==> config.mk <==
export PLATFORM = sky130hd
export DESIGN_NAME = mpmc10_app_req_gen
export DESIGN_NICKNAME = d
export VERILOG_FILES = /design/src/rtl/mpmc10_pkg.sv /design/src/rtl/mpmc10_strip_addr_step.sv /design/src/rtl/mpmc10_app_req_gen.sv
export SDC_FILE = /design/constraint.sdc
export NUM_CORES = 1
export LEC_CHECK = 0
export ABC_CLOCK_PERIOD_IN_PS = 2150
export CORE_MARGIN = 2
export CORE_UTILIZATION = 46
export DETAILED_ROUTE_END_ITERATION = 6
export PLACE_DENSITY = 0.8
export SLEW_MARGIN = 20
export SYNTH_ARGS = -nofsm -noshare
export SYNTH_HDL_FRONTEND = slang
export SYNTH_SLANG_ARGS = --single-unit
==> constraint.sdc <==
create_clock -name clk -period 2.15 [get_ports clk]
set_input_delay 0.3225 -clock clk [delete_from_list [all_inputs] [get_ports clk]]
set_output_delay 0.3225 -clock clk [all_outputs]
set_load 0.1 [all_outputs]
==> src/rtl/mpmc10_pkg.sv <==
// Shared types and constants for the mpmc10 memory-app request path.
package mpmc10_pkg;

  localparam int unsigned APP_ADDR_W = 32;
  localparam int unsigned APP_CMD_W  = 3;
  localparam int unsigned STRIP_CNT_W = 6;

  localparam logic [APP_CMD_W-1:0]  APP_CMD_READ  = 3'b001;
  localparam logic [APP_CMD_W-1:0]  APP_CMD_WRITE = 3'b000;
  localparam logic [APP_ADDR_W-1:0] APP_ADDR_RST  = 32'h3FFF_FFFF;

  typedef enum logic [1:0] {
    AREQ_IDLE,
    AREQ_ISSUE,
    AREQ_DONE
  } mpmc10_areq_state_t;

  typedef struct packed {
    logic [APP_CMD_W-1:0]  cmd;
    logic [APP_ADDR_W-1:0] addr;
  } app_req_t;

  // Byte-offset bits inside one strip: 16-byte strips for WID=128, else 32-byte.
  function automatic int unsigned strip_lsb(input int unsigned wid);
    return (wid == 128) ? 4 : 5;
  endfunction

endpackage

==> src/rtl/mpmc10_strip_addr_step.sv <==
// Combinational strip address helper: aligns a base down to a strip and steps to the next strip.
module mpmc10_strip_addr_step
  import mpmc10_pkg::*;
#(
  parameter int unsigned WID = 256
) (
  input  logic [31:0] addr,
  input  logic [31:0] base,
  output logic [31:0] next_addr_c,
  output logic [31:0] base_aligned_c
);

  localparam int unsigned LSB  = strip_lsb(WID);
  localparam logic [31:0] STEP = 32'd1 << LSB;
  localparam logic [31:0] MASK = ~(STEP - 32'd1);

  assign base_aligned_c = base & MASK;
  // Low bits forced to zero; the add wraps modulo 2^32.
  assign next_addr_c    = (addr & MASK) + STEP;

endmodule

==> src/rtl/mpmc10_app_req_gen.sv <==
// Issues one DDR app command per strip for a burst of num_strips+1 strips.
// Optional stall timeout enabled with `define MPMC10_REQ_TIMEOUT_EN.
module mpmc10_app_req_gen
  import mpmc10_pkg::*;
#(
  parameter int unsigned WID     = 256,
  parameter int unsigned TIMEOUT = 1023
) (
  input  logic        clk,
  input  logic        rst,
  input  logic        go,
  input  logic [2:0]  cmd,
  input  logic [5:0]  num_strips,
  input  logic [31:0] addr_base,
  input  logic        app_rdy,
  output logic        app_en,
  output logic [2:0]  app_cmd,
  output logic [31:0] app_addr,
  output logic [5:0]  req_strip_cnt,
  output logic        busy,
  output logic        done,
  output logic        err
);

  if (!(WID == 128 || WID == 256) || TIMEOUT < 1) begin : g_param_check
    $error("mpmc10_app_req_gen: WID must be 128 or 256 and TIMEOUT >= 1");
  end

  mpmc10_areq_state_t state_q, state_d;
  app_req_t           req_q, req_d;
  logic               en_d, busy_d, done_d, err_d;
  logic [5:0]         cnt_d, ns_q, ns_d;
  logic [31:0]        next_addr, base_aligned;
  logic               accept;

`ifdef MPMC10_REQ_TIMEOUT_EN
  localparam int unsigned STALL_W = $clog2(TIMEOUT + 1);
  logic [STALL_W-1:0] stall_q, stall_d;
`endif

  mpmc10_strip_addr_step #(
    .WID(WID)
  ) u_step (
    .addr          (req_q.addr),
    .base          (addr_base),
    .next_addr_c   (next_addr),
    .base_aligned_c(base_aligned)
  );

  assign accept   = app_en && app_rdy;
  assign app_cmd  = req_q.cmd;
  assign app_addr = req_q.addr;

  // Next-state and next-output logic.
  always_comb begin
    state_d = state_q;
    req_d   = req_q;
    en_d    = app_en;
    cnt_d   = req_strip_cnt;
    ns_d    = ns_q;
    done_d  = 1'b0;
    err_d   = err;
`ifdef MPMC10_REQ_TIMEOUT_EN
    stall_d = stall_q;
`endif
    case (state_q)
      AREQ_IDLE: begin
        if (go) begin
          state_d    = AREQ_ISSUE;
          req_d.addr = base_aligned;
          req_d.cmd  = cmd;
          cnt_d      = 6'd0;
          ns_d       = num_strips;
          en_d       = 1'b1;
          err_d      = 1'b0;
`ifdef MPMC10_REQ_TIMEOUT_EN
          stall_d    = '0;
`endif
        end
      end
      AREQ_ISSUE: begin
        if (accept) begin
`ifdef MPMC10_REQ_TIMEOUT_EN
          stall_d = '0;
`endif
          if (req_strip_cnt == ns_q) begin
            state_d = AREQ_DONE;
            en_d    = 1'b0;
            cnt_d   = ns_q + 6'd1;
            done_d  = 1'b1;
          end else begin
            cnt_d      = req_strip_cnt + 6'd1;
            req_d.addr = next_addr;
          end
        end
`ifdef MPMC10_REQ_TIMEOUT_EN
        else if (stall_q == STALL_W'(TIMEOUT - 1)) begin
          state_d = AREQ_IDLE;
          en_d    = 1'b0;
          err_d   = 1'b1;
        end else begin
          stall_d = stall_q + 1'b1;
        end
`endif
      end
      AREQ_DONE: state_d = AREQ_IDLE;
      default:   state_d = AREQ_IDLE;
    endcase
    busy_d = (state_d != AREQ_IDLE);
  end

  always_ff @(posedge clk) begin
    if (rst) begin
      state_q       <= AREQ_IDLE;
      req_q.cmd     <= APP_CMD_READ;
      req_q.addr    <= APP_ADDR_RST;
      app_en        <= 1'b0;
      req_strip_cnt <= 6'd0;
      ns_q          <= 6'd0;
      busy          <= 1'b0;
      done          <= 1'b0;
      err           <= 1'b0;
`ifdef MPMC10_REQ_TIMEOUT_EN
      stall_q       <= '0;
`endif
    end else begin
      state_q       <= state_d;
      req_q         <= req_d;
      app_en        <= en_d;
      req_strip_cnt <= cnt_d;
      ns_q          <= ns_d;
      busy          <= busy_d;
      done          <= done_d;
      err           <= err_d;
`ifdef MPMC10_REQ_TIMEOUT_EN
      stall_q       <= stall_d;
`endif
    end
  end

endmodule

# == Word level (Yosys, flattened, before mapping) ==
# Index checks and enable logic that the tools add are counted.
# op_classes
order_cmp,0
reduce_logical,9
muxes,17
multipliers,0
div,0
bitwise,2
n_eq_ne,6
n_shift,0
n_addsub,3
# op_table
operator,n
2-to-1 mux 32 bit,3
case mux 32 bit (2 select lines),1
adder 32 x 6 -> 32 bit (second input constant),1
2-to-1 mux 6 bit,3
adder 6 x 1 -> 6 bit (second input constant),2
case mux 6 bit (2 select lines),1
!= test 2 bit (second input constant),4
AND reduction 4 bit,2
== test 6 bit,1
2-to-1 mux 2 bit,3
2-to-1 mux 1 bit,4
case mux 2 bit (2 select lines),1
nonzero test 2 bit,2
AND reduction 3 bit,1
OR reduction 3 bit,1
== test 2 x 1 -> 1 bit (second input constant),1
logical NOT 2 bit,1
inverter 1 bit,2
case mux 1 bit (2 select lines),1
AND reduction 2 bit,1
logical AND 1 bit,1
# totals
mem_bits_rw,0
inputBits,45
reg_bits,52
elab_cells,45
out_inout_bits,45
rom_bits,0
n_memories,0
latchBits,0

# == Depth between registers and ports, before layout ==
# Gate-level depths: netlist (run 1).
# depth
ltp_word,5
ltp_mapped,8
mapped_depth_nobuf,6

# == Modules after synthesis ==
# From an unflattened synthesis (run 1), not the netlist that was laid out.
# hier_totals
cells_unflattened,394
area_unflattened_um2,3291.9
# modules_own_cells
module,area_each_um2,cells_per_inst,n_inst
mpmc10_app_req_gen,2487.4,279,1
mpmc10_strip_addr_step,804.5,115,1

# == Worst setup path after synthesis (run 1) ==
# No wires, ideal clock.
# synth_path
kind,reg2reg
start,"reg, netlist name app_addr[5]"
end,"reg, netlist name app_addr[17]"
period_less_slack_ns,2.631
required_time_ns,2.028
arrival_ns,2.509
path_stages_with_launch,7
n_path_buf,0
path_slack_ns,-0.481
path_cell_list,dfxtp_1 -> ha_1 -> nand4_2 -> nor2_1 -> nand3_1 -> a21o_1 -> a221o_1
# synth_via
elab_chain_cells,4
# synth_lines
item,line,rtl
adder 32 x 6 -> 32 bit,mpmc10_strip_addr_step.sv:19,assign next_addr_c = (addr & MASK) + STEP;
2-to-1 mux 32 bit,mpmc10_app_req_gen.sv:86,if (req_strip_cnt == ns_q) begin
2-to-1 mux 32 bit,mpmc10_app_req_gen.sv:82,if (accept) begin
case mux 32 bit (2 select lines),mpmc10_app_req_gen.sv:66,case (state_q)
# Every way passes these cells. The select of a mux whose other input is x is not followed.
# A chain may end at the register's enable or synchronous reset.

# == Worst setup path after layout (run 1) ==
# layout_path
start,reg req_strip_cnt[5]
end,"reg, netlist name app_addr[19]"
# layout_via
elab_chain_cells,3
# layout_lines
item,line,rtl
from (decl),mpmc10_app_req_gen.sv:19,"output logic [5:0] req_strip_cnt,"
from (signal assigned),mpmc10_app_req_gen.sv:130,req_strip_cnt <= cnt_d;
== test 6 bit,mpmc10_app_req_gen.sv:86,
!= test 2 bit (no line),--,
AND reduction 4 bit (no line),--,
# Every way passes these cells.

==> results.yml, run 1 <==
run_status:
  status: "finished clean"
synth:
  yosysWarnings: 0
  synth.cell_area_sq_mm: 0.00270
  synth_cell_types: 51
  synthFlopType: "dfxtp_1"
  synth_nets: 395
  syn_inst: 348
  synth-seq-cells: 48
  syn_avg_cell_area_sq_um: 7.74
  ys_async_sr_fraction_pct: 0
  seq_area_frac_synth_pct: 35.7
  synth_edf_count: 0
clock_network:
  post-cts-setup-buffer-count: 0
  cts.sinks: 48
  ctsResizeCount: 0
  cts_buffer_depth: 2
  worstSkewPairLatency_ns: 0.30
  cts_root_buffer: "clkbuf_8"
  cts_buffers: 5
  ctsHoldBuffers: 0
  path_clk_slew_ns: 0.09
  htree_levels: 2
  cts_tree: "built"
floorplanning:
  dieWidth_um: 80.5
  num_rows: 27
  start_util_pct: 48.4
  coreArea_sq_mm: 0.00557
  num_io_pins: 90
  die_h_um: 80.5
  dieArea_sq_mm: 0.00649
detailed_routing:
  via_per_inst: 5.84
  route.detailed.drc: 0
  drt-initial-drc-count: 241
  drtAntennaViolNets: 0
  drtPass1Iterations: 5
  wire_per_inst_um: 15.4
  vias: 2903
  wirelength_um: 7640
grt:
  grt.busiest_layer: "met2"
  grt_pass1_vias: 2601
  grt_pass1_wl_um: 12200
  grt_use_met1_pct: 31.5
  met3_usage_pct: 4.27
  antenna_found_initial: 0
  use_met2_pct: 39.7
  overflow: 0
  grtUsageTotal_pct: 23.7
  grt_max_degree: 37
finish:
  drive_above_1_share_pct: 24.9
  design_area_sq_mm: 0.00365
  antenna_cells: 0
  layout.nets: 471
  area_growth_pct: 35.6
  final_cells: 497
power:
  peakVddDrop_mv: 0.435
  p_int_uw: 1960
  switching_share_pct: 42.2
  switching_power_uw: 1430
  pwr-share-comb_pct: 41.6
  pwr-share-clk_pct: 26.7
  power.density_mw_per_mm2: 927
  total_power_uw: 3390
  seq_power_share_pct: 31.8
  p_leak_uw: 0.00147
timing:
  clock_skew_ns: 0.00514
  slew_headroom_pct: 62.7
  rsz0062_at_grt: "no"
  worst_pin_slew_ns: 0.554
  setup_viol: 0
  fmax_ghz: 0.524
  finalCritPeriodShare_pct: 88.8
  hold_viol: 0
  slew_violations: 0
  period_minus_slack_ns: 1.91
placed_design:
  gp_congestion: 0.899
  dpl.hpwl_um: 5450
  port_buffers: 83
  place_area_sq_mm: 0.00350
  dp_cells: 489
critical_path:
  worst-setup-path-type: "register to register"
  worst_setup_path_start_kind: "register"
  worstPathMaxFanout: 10
  timing.rr.end: "app_addr[19]"
  cp.arrival_ns: 2.11
  r2r_slack_ns: 0.24
  reg2reg_depth: 6
  cp-end-kind: "register"
  rr_startpoint: "req_strip_cnt[5]"
  cp.required_ns: 2.35
min_path:
  hold_path_class: "register to register"
  worstHoldStart: "app_cmd[1]"
  holdPathStages: 2
  hold-path-endpoint: "app_cmd[1]"
run:
  drv_cap: 0
[worst max-delay path: stages, from the launching register on]
cell and delay, ns:
dfxtp_2 0.35, xor2_1 0.18, nor4_4 0.38, a31o_1 0.33, buf_4 0.22, a21oi_1 0.05, o32a_1 0.28
[how the worst max path moves through the flow]
stage	startpoint	to	slack (ns)
floorplan	app_addr[6]	app_addr[17]	-0.07
global placement	app_rdy	app_addr[22]	0.08
detailed placement	app_rdy	app_addr[22]	-0.02
CTS	req_strip_cnt[5]	app_addr[19]	0.25
global route	app_addr[5]	app_addr[23]	0.09
finish	req_strip_cnt[5]	app_addr[19]	0.24
[cell usage after synthesis, types with 5 or more instances]
| cell type | n | area (sq um) |
|---|---|---|
| buf_4 | 5 | 37.5 |
| nor2_1 | 37 | 139 |
| nor3_1 | 12 | 60.1 |
| a21oi_1 | 33 | 165 |
| nand2_1 | 43 | 161 |
| and2_1 | 5 | 31.3 |
| o32a_1 | 6 | 60.1 |
| nand3_1 | 17 | 85.1 |
| xor2_1 | 7 | 61.3 |
| and3_1 | 6 | 37.5 |
| a31oi_1 | 12 | 75.1 |
| nand4_1 | 7 | 43.8 |
| buf_2 | 6 | 30.0 |
| clkbuf_1 | 12 | 45.0 |
| dfxtp_1 | 48 | 961 |
| o21ai_0 | 22 | 110 |
[final cells by class]
type | count | area, sq um
multi-input cells | 268 | 1570
repair buffers | 98 | 833
flip-flops and latches | 48 | 993
clock inverters | 3 | 90.1
clock buffers | 5 | 68.8
inverters | 3 | 11.3
fillers | 492 | 1920
well taps | 72 | 90.1
[power by group through the flow]
stage | clock, uW | combinational (uW) | sequential [uW]
4_1_cts | 918 | 1400 | 1070
6_report | 904 | 1410 | 1080
3_5_place_dp | 0 | 1390 | 1090
3_3_place_gp | 0 | 1380 | 1090
5_1_grt | 955 | 1490 | 1090
2_1_floorplan | 0 | 610 | 1530
[sequential cells by signal, indices dropped and copies added, names as in the netlist]
register	flops
ns_q	6
app_cmd	3
app_addr	28
state_q	2
app_en	1
done	1
req_strip_cnt	6
busy	1
[metal layers]
layer	routed length, um	vias to the layer above	part of all wire (%)
met1	3390	1348	44
met3	591	12	7.7
met5	0	-	0
met2	3580	115	47
li1	-	1428	-
met4	80	0	1.0
[stage by stage]
stage                     setup TNS [ns]  setup slack, ns  util, %  hold slack, ns
after CTS                              0            0.255     65.6           0.463
after detailed placement         -0.0234          -0.0234     62.7           0.449
after floorplan                  -0.0709          -0.0709        -           0.447
after global placement                 0           0.0824     62.7           0.446
after global routing                   0           0.0922     65.6           0.495
final                                  0            0.240     65.6           0.459
[logic make-up after synthesis]
group	count (synthesis)	synth area share, %
AND/OR/NAND/NOR	150	28.6
AO/OA/AOI/OAI	107	25.8
flip-flops	48	35.7
buffers and inverters	32	6.27
XOR/XNOR	8	2.60
adder cells (fa/ha/maj)	2	0.928
other	1	0.139
[layout by cell type (no fill, tap or decap), types with 3 or more instances in the layout]
cell and n:
and3_1 6, nand2_1 43, nor4_1 4, o32a_1 6
o21ai_1 4, a221o_1 3, a41oi_1 3, a21o_1 4
buf_4 59, o21ai_0 22, or3_1 3, nand4_1 7
inv_1 3, xor2_1 7, a21oi_1 33, dfxtp_1 22
nor2_1 37, dfxtp_2 26, nand3_1 17, and2_1 5
clkdlybuf4s50_1 39, bufinv_16 3, nor3_1 12, a31oi_1 12
clkbuf_8 5
Note: power is estimated with default switching activity, not from simulation.
==> run 2, diff against run 1 <==
PLACE_DENSITY = 0.85   (was 0.8)
==> run 2 against run 1 <==
Effect of this change: count of clock-buffer cells in the layout stayed put; clock power is 24% lower; critical endpoint is now app_addr[26]; critical path depth is 1 lower; highest routed layer unchanged; die area stayed put; utilization is 0.58 points lower; first-iteration DRC count is 11% lower.
==> results.yml, run 2 (synthesized netlist as in run 1, its figures left out) <==
detailed_routing:
  drt-initial-drc-count: 214
  route.detailed.drc: 0
  vias: 2935
  wirelength_um: 7790
  drtPass1Iterations: 4
  wire_per_inst_um: 15.7
  drtAntennaViolNets: 0
  via_per_inst: 5.93
run_status:
  status: "finished clean"
critical_path:
  cp.arrival_ns: 2.12
  cp-end-kind: "register"
  worst_setup_path_start_kind: "register"
  cp_slowest_cell: "nor4_1"
  cp.required_ns: 2.36
  cp_common_cell: "nand3_1"
  cp_top_family: "simple AND/OR/NAND/NOR gates"
  worstPathMaxFanout: 9
  timing.critical_path.buf_inv: 0
  worst-setup-path-type: "register to register"
  worstPathCellList: "and3_1, nand3_1, nor4_1, nand3_1, o221a_2"
  max_stage_delay_ns: 0.48
finish:
  drive_above_1_share_pct: 24.6
  final_cells: 495
  antenna_cells: 0
  nFillCells: 498
  final_cell_mix: "buf_4 (55), nand2_1 (43), clkdlybuf4s50_1 (39), nor2_1 (37), a21oi_1 (33)"
  largest_reg_flops: 28
  multi_input_area_sq_mm: 0.00157
  regArea_sq_um: 993
  layout.nets: 469
  area_growth_pct: 34.4
  design_area_sq_mm: 0.00362
  layout_commonest_cell: "buf_4"
grt:
  overflow: 0
  grt_pass1_wl_um: 12500
  antenna_found_initial: 0
  grt_max_degree: 41
  grtUsageTotal_pct: 24.2
  grt_pass1_vias: 2793
placed_design:
  dp_cells: 487
  port_buffers: 83
  dpl.hpwl_um: 5580
  gp_congestion: 0.925
  place_area_sq_mm: 0.00351
timing:
  finalCritPeriodShare_pct: 88.9
  fmax_ghz: 0.523
  period_minus_slack_ns: 1.91
  clock_skew_ns: 0.00695
  fin_tns_setup_ns: 0
  hold_viol: 0
  rsz0062_at_grt: "no"
  worst_pin_slew_ns: 0.591
  slew_headroom_pct: 60.3
  slew_violations: 0
  setup_viol: 0
clock_network:
  htree_levels: 2
  cts_buffers: 5
  worstSkewPairLatency_ns: 0.31
  ctsResizeCount: 0
  cts_buffer_depth: 2
  path_clk_slew_ns: 0.10
  cts.sinks: 48
  post-cts-setup-buffer-count: 0
  ctsHoldBuffers: 0
  cts_root_buffer: "clkbuf_8"
  cts_tree: "built"
floorplanning:
  die_h_um: 80.5
  num_rows: 27
  start_util_pct: 48.4
  dieArea_sq_mm: 0.00649
  num_io_pins: 90
  coreArea_sq_mm: 0.00557
  dieWidth_um: 80.5
power:
  power.density_mw_per_mm2: 875
  p_leak_uw: 0.00145
  peakVddDrop_mv: 0.442
  total_power_uw: 3170
run:
  drv_cap: 0
min_path:
  hold_path_class: "register to register"
[run 2: power by group]
group | internal, uW | switching (uW) | leakage (uW)
sequential | 973 | 106 | 0.000391
combinational | 402 | 1000 | 0.00100
clock | 351 | 337 | 0.0000583
[run 2: stage by stage]
stage	setup WS, ns	utilization, %	hold slack (ns)
final	0.238	65.0	0.471
after global routing	0.125	65.0	0.488
after CTS	0.253	65.0	0.478
after detailed placement	0.0517	62.9	0.465
after global placement	0.0850	62.9	0.444
after floorplan	-0.0709	-	0.447
[run 2: path summary, 6_finish.rpt]
kind | from | to | slack [ns] | depth (start not counted)
worst min register to register | app_cmd[2] | app_cmd[2] | 0.47 | 2
worst max-delay path | app_addr[13] | app_addr[26] | 0.24 | 5
worst max register to register | app_addr[13] | app_addr[26] | 0.24 | 5
worst min-delay path | app_cmd[2] | app_cmd[2] | 0.47 | 2
[run 2: layout make-up]
cell class	instances	area share, %
Clock buffer	5	1.90
Clock inverter	3	1.31
Inverter	3	0.311
Multi-Input combinational cell	268	43.3
Sequential cell	48	27.4
Tap cell	72	2.49
Timing Repair Buffer	96	23.3
[run 2: tightest hold or removal path: stages (launching register included)]
cell,delay (ns)
dfxtp_1,0.32
nand2_1,0.05
a21oi_1,0.06
[run 2: metal layers]
metal	vias to the layer above	share of wire, %	track usage [%]
li1	1423	-	-
met1	1404	44	29.8
met2	101	49	41.4
met3	7	6.2	4.61
met4	0	0.76	9.15
met5	-	0	0
